==> src/rtl/seq_multiplier_if.sv <==
// Handshake bundle between the execute-stage controller and seq_multiplier.
// The controller side uses the master modport; the multiplier uses slave.
interface seq_multiplier_if #(
  parameter int N = 32
);
  logic           start;
  logic           is_signed;
  logic [N-1:0]   a;
  logic [N-1:0]   b;
  logic           busy;
  logic           done;
  logic [2*N-1:0] product;

  modport master (
    output start,
    output is_signed,
    output a,
    output b,
    input  busy,
    input  done,
    input  product
  );

  modport slave (
    input  start,
    input  is_signed,
    input  a,
    input  b,
    output busy,
    output done,
    output product
  );
endinterface

==> src/rtl/seq_multiplier.sv <==
// seq_multiplier: radix-2 shift-and-add multiplier, N x N -> 2N bits.
// One conditional add plus one-bit right shift per cycle over N cycles.
// Optional signed support is compiled in with the SEQ_MUL_SIGNED_EN macro:
// operands are turned into magnitudes at start and a FIX state conditionally
// negates the product. FIX is always visited in that build so the latency
// does not depend on the operand signs.
module seq_multiplier #(
  parameter int N = 32
) (
  input  logic              clk,
  input  logic              rst,
  seq_multiplier_if.slave   bus
);

  localparam int            CW        = $clog2(N);
  localparam logic [CW-1:0] LAST_STEP = CW'(N - 1);

`ifdef SEQ_MUL_SIGNED_EN
  typedef enum logic [1:0] {
    IDLE = 2'd0,
    RUN  = 2'd1,
    FIX  = 2'd2,
    DONE = 2'd3
  } state_t;
`else
  typedef enum logic [1:0] {
    IDLE = 2'd0,
    RUN  = 2'd1,
    DONE = 2'd3
  } state_t;
`endif

  state_t         state_q, state_d;
  logic [2*N-1:0] p_q, p_d;       // product / shifting multiplier register
  logic [N-1:0]   m_q, m_d;       // multiplicand magnitude
  logic [CW-1:0]  cnt_q, cnt_d;   // step counter
  logic           busy_q, busy_d;
  logic           done_q, done_d;

  logic [N-1:0]   mag_a;
  logic [N-1:0]   mag_b;
  logic [N:0]     sum;

`ifdef SEQ_MUL_SIGNED_EN
  logic neg_q, neg_d;
  logic a_neg, b_neg;

  // Operand magnitudes; the most-negative value maps to itself, which is
  // exactly its magnitude when read as unsigned.
  always_comb begin
    a_neg = bus.is_signed & bus.a[N-1];
    b_neg = bus.is_signed & bus.b[N-1];
    mag_a = a_neg ? (~bus.a + N'(1)) : bus.a;
    mag_b = b_neg ? (~bus.b + N'(1)) : bus.b;
  end
`else
  // Unsigned-only build: the operands are used as-is and is_signed is ignored.
  logic unused_is_signed;
  assign unused_is_signed = bus.is_signed;
  assign mag_a = bus.a;
  assign mag_b = bus.b;
`endif

  // One step of the adder: upper half plus the multiplicand when the current
  // multiplier bit (P[0]) is set, keeping the carry out as bit N.
  assign sum = {1'b0, p_q[2*N-1:N]} + (p_q[0] ? {1'b0, m_q} : {(N+1){1'b0}});

  // Next-state and datapath control for IDLE -> RUN -> (FIX) -> DONE.
  always_comb begin
    state_d = state_q;
    p_d     = p_q;
    m_d     = m_q;
    cnt_d   = cnt_q;
    busy_d  = busy_q;
    done_d  = 1'b0;
`ifdef SEQ_MUL_SIGNED_EN
    neg_d   = neg_q;
`endif
    case (state_q)
      IDLE: begin
        if (bus.start) begin
          m_d     = mag_a;
          p_d     = {{N{1'b0}}, mag_b};
          cnt_d   = '0;
`ifdef SEQ_MUL_SIGNED_EN
          neg_d   = bus.is_signed & (bus.a[N-1] ^ bus.b[N-1]);
`endif
          busy_d  = 1'b1;
          state_d = RUN;
        end
      end
      RUN: begin
        // Shift right by one with the adder carry landing in bit 2N-1.
        p_d   = {sum, p_q[N-1:1]};
        cnt_d = cnt_q + CW'(1);
        if (cnt_q == LAST_STEP) begin
`ifdef SEQ_MUL_SIGNED_EN
          state_d = FIX;
`else
          busy_d  = 1'b0;
          done_d  = 1'b1;
          state_d = DONE;
`endif
        end
      end
`ifdef SEQ_MUL_SIGNED_EN
      FIX: begin
        // Restore the sign of the full 2N-bit result.
        p_d     = neg_q ? (~p_q + (2*N)'(1)) : p_q;
        busy_d  = 1'b0;
        done_d  = 1'b1;
        state_d = DONE;
      end
`endif
      DONE: begin
        // A start seen here is dropped, not remembered.
        state_d = IDLE;
      end
      default: begin
        busy_d  = 1'b0;
        state_d = IDLE;
      end
    endcase
  end

  // State register; reset abandons any operation in flight.
  always_ff @(posedge clk or posedge rst) begin
    if (rst) begin
      state_q <= IDLE;
      p_q     <= '0;
      m_q     <= '0;
      cnt_q   <= '0;
      busy_q  <= 1'b0;
      done_q  <= 1'b0;
`ifdef SEQ_MUL_SIGNED_EN
      neg_q   <= 1'b0;
`endif
    end else begin
      state_q <= state_d;
      p_q     <= p_d;
      m_q     <= m_d;
      cnt_q   <= cnt_d;
      busy_q  <= busy_d;
      done_q  <= done_d;
`ifdef SEQ_MUL_SIGNED_EN
      neg_q   <= neg_d;
`endif
    end
  end

  assign bus.busy    = busy_q;
  assign bus.done    = done_q;
  assign bus.product = p_q;

endmodule

==> src/flat_wrapper.sv <==
// flat-port wrapper written by rule: the top's interface ports become plain ports
module seq_multiplier_flat 
#(
  parameter int N = 32
)
  (clk, rst, bus_start, bus_is_signed, bus_a, bus_b, bus_busy, bus_done, bus_product);
  seq_multiplier_if #(.N(N)) bus_i ();
  input  logic clk;
  input  logic rst;
  input wire logic [$bits(bus_i.start)-1:0] bus_start;
  input wire logic [$bits(bus_i.is_signed)-1:0] bus_is_signed;
  input wire logic [$bits(bus_i.a)-1:0] bus_a;
  input wire logic [$bits(bus_i.b)-1:0] bus_b;
  output wire logic [$bits(bus_i.busy)-1:0] bus_busy;
  output wire logic [$bits(bus_i.done)-1:0] bus_done;
  output wire logic [$bits(bus_i.product)-1:0] bus_product;
  assign bus_i.start = bus_start;
  assign bus_i.is_signed = bus_is_signed;
  assign bus_i.a = bus_a;
  assign bus_i.b = bus_b;
  assign bus_busy = bus_i.busy;
  assign bus_done = bus_i.done;
  assign bus_product = bus_i.product;
  seq_multiplier #(.N(N)) u_core (.clk(clk), .rst(rst), .bus(bus_i));
endmodule
==> config.mk <==
export PLATFORM = sky130hd
export DESIGN_NAME = seq_multiplier_flat
export DESIGN_NICKNAME = d
export VERILOG_FILES = /design/src/rtl/seq_multiplier_if.sv /design/src/rtl/seq_multiplier.sv /design/src/flat_wrapper.sv
export SDC_FILE = /design/constraint.sdc
export NUM_CORES = 1
export LEC_CHECK = 0
export CAP_MARGIN = 20
export CORE_MARGIN = 3
export CORE_UTILIZATION = 57
export CTS_BUF_LIST = sky130_fd_sc_hd__clkbuf_8
export DETAILED_ROUTE_END_ITERATION = 7
export PLACE_DENSITY_LB_ADDON = 0.15
export SETUP_SLACK_MARGIN = 0.02
export SYNTH_ARGS = -nofsm -noshare
export SYNTH_HDL_FRONTEND = slang
export SYNTH_SLANG_ARGS = --single-unit
==> constraint.sdc <==
create_clock -name clk -period 5.3 [get_ports clk]
set_clock_uncertainty 0.15 [all_clocks]
set_input_delay 0.53 -clock clk [delete_from_list [all_inputs] [get_ports clk]]
set_output_delay 0.53 -clock clk [all_outputs]
set_load 0.01 [all_outputs]
### Yosys cells after proc, flatten, opt, wreduce, memory -nomap -nowiden

Cells that the tools add are included.

* register bits after elaboration: 105
* input bits: 68
* logic and storage cells: 33
* output and inout bits: 66

* equality and inequality tests: 5
* mux-type cells: 13
* reductions and logical operators: 6
* add/subtract/negate cells: 2
* bitwise gates (word level): 1

Operators by type and width (number)
* case mux 64 bit (2 select lines): 1
* 2-to-1 mux 64 bit: 1
* adder 32 x 33 -> 33 bit: 1
* 2-to-1 mux 32 bit: 1
* case mux 5 bit (2 select lines): 1
* AND reduction 2 bit: 3
* adder 5 x 1 -> 5 bit, second input constant: 1
* equality test 5 bit, second input constant: 1
* 2-to-1 mux 5 bit: 1
* 2-to-1 mux 1 bit: 4
* 2-to-1 mux 2 bit: 2
* case mux 2 bit (2 select lines): 1
* case mux 1 bit (3 select lines): 1
* AND reduction 3 bit: 1
* equality test 2 x 1 -> 1 bit, second input constant: 1
* equality test 2 bit, second input constant: 1
* zero test 2 bit: 1
* inequality test 2 x 1 -> 1 bit, second input constant: 1
* inequality test 2 bit, second input constant: 1
* nonzero test 2 bit: 1
* inverter 1 bit: 1

### Depth between registers and ports, before layout

* word-level depth: 3
* depth in mapped cells: 11
* mapped depth without buffers: 11

### Worst setup path before layout

Ideal clock, no wire load.

* kind: register -> register
* from: reg u_core.p_q[0] (netlist: u_core.bus.product[0])
* to: reg u_core.p_q[53] (netlist: u_core.bus.product[53])
* data required time: 5.004 ns
* period minus slack after synthesis: 2.992 ns
* library setup time: 0.146 ns
* arrival time: 2.696 ns
* path slack: 2.308 ns
* path buffers: 1
* stages on the path, launching flop included: 11
* cells stage by stage: dfrtp_1 -> clkbuf_1 -> nand2_1 -> fa_1 -> and2b_1 -> o2111ai_2 -> a2111oi_2 -> o31ai_2 -> a211oi_1 -> mux2i_1 -> o311ai_0

* word-level cells in the longest chain between the ends: 3

RTL lines
* from (decl): line seq_multiplier.sv:34 `logic [2*N-1:0] p_q, p_d;`
* from (signal assigned): line seq_multiplier.sv:140 `p_q <= p_d;`
* 2-to-1 mux 32 bit: line seq_multiplier.sv:66 `assign sum = {1'b0, p_q[2*N-1:N]} + (p_q[0] ? {1'b0, m_q} : {(N+1){1'b0}});`
* adder 32 x 33 -> 33 bit: line seq_multiplier.sv:66
* case mux 64 bit (2 select lines): line seq_multiplier.sv:79 `case (state_q)`

No other way between the ends.
A chain may end at the register's enable or synchronous reset.

### Worst setup path after layout

Ends and elaborated chain as after synthesis.

==> results.md <==
| Metric | Reported |
|---|---|
| Synth area leaders | sky130_fd_sc_hd__dfrtp_1, sky130_fd_sc_hd__nand2_1, sky130_fd_sc_hd__ha_1 |
| CTS tree | done |
| Post-DR wirelength/cell | 17.33 um |
| Gate count after technology mapping | 677 |
| Aggregate routed wire length | 16,150 um |
| Number of buffers on the longest clock path | 2 |
| Area enclosed by the die boundary | 12,180 um2 |
| RSZ-0062 raised after global routing | false |
| Post-synth net total | 780 |
| Number of warnings reported in the yosys synthesis log | 0 |
| Layout Cells excl Fill | 932 |
| # rows | 37 |
| Count of buffers added by post-CTS timing repair for setup | 0 |
| Final HPWL DP | 11,350 um |
| Seq cells post-synth | 105 |
| Area of the mapped netlist | 6210 um2 |
| Clock slew at the register clock pins of the worst setup and hold paths | 0.10 ns |
| Setup Viol. Count Final | 0 |
| Status | completed |
| Gp weighted congestion | 0.9719 |
| Number of instances in the placed design | 914 |
| Count of input and output buffers | 132 |
| First-pass GRT wire length | 25,890 um |
| Setup TNS | 0 ns |
| Max rail drop VDD | 0.4351 mV |
| Hold Buf Count CTS | 0 |
| Total routing usage reported by global routing | 27.25% |
| Leakage power | 3.397 nW |
| Post-cts sizing count | 0 |
| Worst Setup Path Type | register to register |
| Layout overhead on the synthesized area | 26.62% |
| Area share of the largest cell type after synthesis | 42.31% |
| Number of pins with negative max-slew slack in the final report | 0 |
| Post-synth EDFFs | 0 |
| Fraction of the cycle the final worst path needs | 75.79% |
| DRC violations left | 0 |
| Path category of the worst min-delay check | register to register |
| Ratio of cells with drive above 1 in the final layout | 9.296% |
| Vias in the first global route | 5,471 |
| DIE HEIGHT | 110.4 um |
| Average cell area after synthesis | 9.172 um2 |
| Routed vias/inst | 6.013 |
| Power per standard cell area | 722.7 nW/um2 |
| Worst-Margin Slew | 0.9776 ns |
| Endpoint type of the worst setup path | register |
| First-pass iteration count of the detailed router | 6 |
| Number of sinks handled by clock tree synthesis | 105 |
| Part of the Yosys area used for sequential elements | 42.31% |
| Dominant cell type by area after synthesis | sky130_fd_sc_hd__dfrtp_1 |
| Most used DFF post-synth | sky130_fd_sc_hd__dfrtp_1 |
| Area of the core | 10,460 um2 |
| Number of nets in the final layout | 894 |
| Yosys cell types | 62 |
| Most numerous cell types in the synthesized netlist | sky130_fd_sc_hd__nand2_1, sky130_fd_sc_hd__dfrtp_1, sky130_fd_sc_hd__nor2_1, sky130_fd_sc_hd__o21ai_0 |
| Data required time of the critical path | 5.40 ns |
| Number of levels in the clock H-tree | 3 |
| Die span in x | 110.4 um |
| Detailed-route via count | 5,604 |
| Fraction of registers with async set or reset after synthesis | 100.0% |
| Cell with the most instances after synthesis | sky130_fd_sc_hd__nand2_1 |
| Starting Density | 59.35% |
| Arrival @ worst endpoint | 4.12 ns |
| Max-cap check violation count | 0 |
| Largest net degree at the start of global routing | 71 |
| Fmax | 0.2489 GHz |
| Clock buffers created by TritonCTS | 9 |
| Top-Level Pins | 134 |
| Number of antenna violations at the first check in global routing | 0 |
| Clock root buffer | sky130_fd_sc_hd__clkbuf_8 |
| Max-Slew Margin vs Limit | 34.83% |
| Number of hold violations in the final report | 0 |
| First DRT Iteration DRCs | 347 |
| Time the final worst path needs with I/O delays and setup | 4.017 ns |
| Clock insertion delay at the later pin of the skew report | 0.39 ns |
| Post-route antenna net violation count | 0 |
| Maximum net fanout on the critical path | 34 |
| Type of element launching the critical path | register |
| Congestion Overflow GR | 0 |
| Diode insertion count for antenna repair | 0 |
[per-stage QoR]
step / area (um2) / power (W) / setup WS (ns) / util [%] / hold WS (ns)
5_1_grt: 7863 / 0.006144 / 1.004 / 75.15 / 0.3799
4_1_cts: 7823 / 0.005632 / 1.276 / 74.77 / 0.3618
6_report: 7863 / 0.005682 / 1.283 / 75.15 / 0.3544
3_3_place_gp: 7615 / 0.004925 / 1.447 / 72.78 / 0.3349
3_5_place_dp: 7626 / 0.005094 / 1.299 / 72.89 / 0.3393
2_1_floorplan: 6210 / 0.003916 / 1.859 / - / 0.3176
[metal layers]
metal / vias up / routed length, um / global-route usage [%]
met3: 55 / 1361 / 9.202
met2: 243 / 7723 / 44.63
met1: 2670 / 6629 / 33.91
li1: 2636 / - / -
met5: - / 0 / 0
met4: 0 / 439 / 9.059
[logic make-up after synthesis]
logic type	Yosys count	synth area share, %
buffers and inverters	46	2.821
DFF	105	42.31
AOI/OAI and AO/OA	173	18.66
and+or+nand+nor	257	19.02
xor gates and xnor gates	24	3.385
muxes	37	6.629
adders and majority gates	35	7.173
[worst max-delay path: stages (launching register included)]
cell and delay [ns]:
sky130_fd_sc_hd__dfrtp_1 1.00, sky130_fd_sc_hd__and2_1 0.24, sky130_fd_sc_hd__ha_1 0.19, sky130_fd_sc_hd__inv_1 0.07, sky130_fd_sc_hd__fa_1 0.40, sky130_fd_sc_hd__and2b_1 0.24
sky130_fd_sc_hd__o2111ai_2 0.15, sky130_fd_sc_hd__a2111oi_2 0.56, sky130_fd_sc_hd__o31ai_2 0.17, sky130_fd_sc_hd__a211oi_1 0.34, sky130_fd_sc_hd__mux2i_1 0.22, sky130_fd_sc_hd__o311ai_0 0.15
[state kept, by name, summed over array words and instances, names as in the netlist]
name / flops
u_core.bus.done: 1
u_core.bus.busy: 1
u_core.cnt_q: 5
u_core.bus.product: 64
u_core.state_q: 2
u_core.m_q: 32
[final timing paths]
check | startpoint | endpoint | slack (ns) | cells past startpoint
worst max-delay path | u_core.bus.product[0]$_DFFE_PP0P_ | u_core.bus.product[53]$_DFFE_PP0P_ | 1.28 | 11
worst min-delay path | u_core.m_q[25]$_DFFE_PP0P_ | u_core.m_q[25]$_DFFE_PP0P_ | 0.35 | 1
worst max register to register | u_core.bus.product[0]$_DFFE_PP0P_ | u_core.bus.product[53]$_DFFE_PP0P_ | 1.28 | 11
worst min register to register | u_core.m_q[25]$_DFFE_PP0P_ | u_core.m_q[25]$_DFFE_PP0P_ | 0.35 | 1
max in group asynchronous | rst | u_core.bus.product[59]$_DFFE_PP0P_ | 3.48 | 3
min in group asynchronous | rst | u_core.bus.product[5]$_DFFE_PP0P_ | 0.52 | 2
[power by group]
part           leakage [nW]  switching [W]  internal, W
clock                0.0889       0.000286     0.000217
combinational          2.06        0.00192      0.00169
sequential             1.25       0.000331      0.00124
[cell usage in the layout (no fill, tap or decap), types with 4 or more instances in the layout]
master,n
sky130_fd_sc_hd__a211oi_1,5
sky130_fd_sc_hd__a21o_1,12
sky130_fd_sc_hd__a21oi_1,31
sky130_fd_sc_hd__a31oi_1,34
sky130_fd_sc_hd__and2_1,32
sky130_fd_sc_hd__and3_1,11
sky130_fd_sc_hd__buf_4,4
sky130_fd_sc_hd__clkbuf_8,9
sky130_fd_sc_hd__clkdlybuf4s50_1,132
sky130_fd_sc_hd__clkinvlp_4,4
sky130_fd_sc_hd__dfrtp_1,105
sky130_fd_sc_hd__ha_1,34
sky130_fd_sc_hd__inv_1,9
sky130_fd_sc_hd__mux2_2,33
sky130_fd_sc_hd__mux2i_1,4
sky130_fd_sc_hd__nand2_1,119
sky130_fd_sc_hd__nand2b_1,6
sky130_fd_sc_hd__nand3_1,8
sky130_fd_sc_hd__nand4_1,9
sky130_fd_sc_hd__nor2_1,49
sky130_fd_sc_hd__nor2b_1,4
sky130_fd_sc_hd__nor3_1,6
sky130_fd_sc_hd__o21ai_0,43
sky130_fd_sc_hd__or3_1,4
sky130_fd_sc_hd__xnor2_1,11
sky130_fd_sc_hd__xor2_1,13
[final cells by class]
class | count | area [um2]
multi-input combinational | 526 | 3426
sequential | 105 | 2628
fill | 776 | 2600
timing repair buffer | 139 | 1403
tap | 136 | 170.2
clock buffer | 9 | 123.9
clock inverter | 7 | 72.57
inverter | 10 | 40.04
Note: power is estimated with default switching activity, not from simulation.
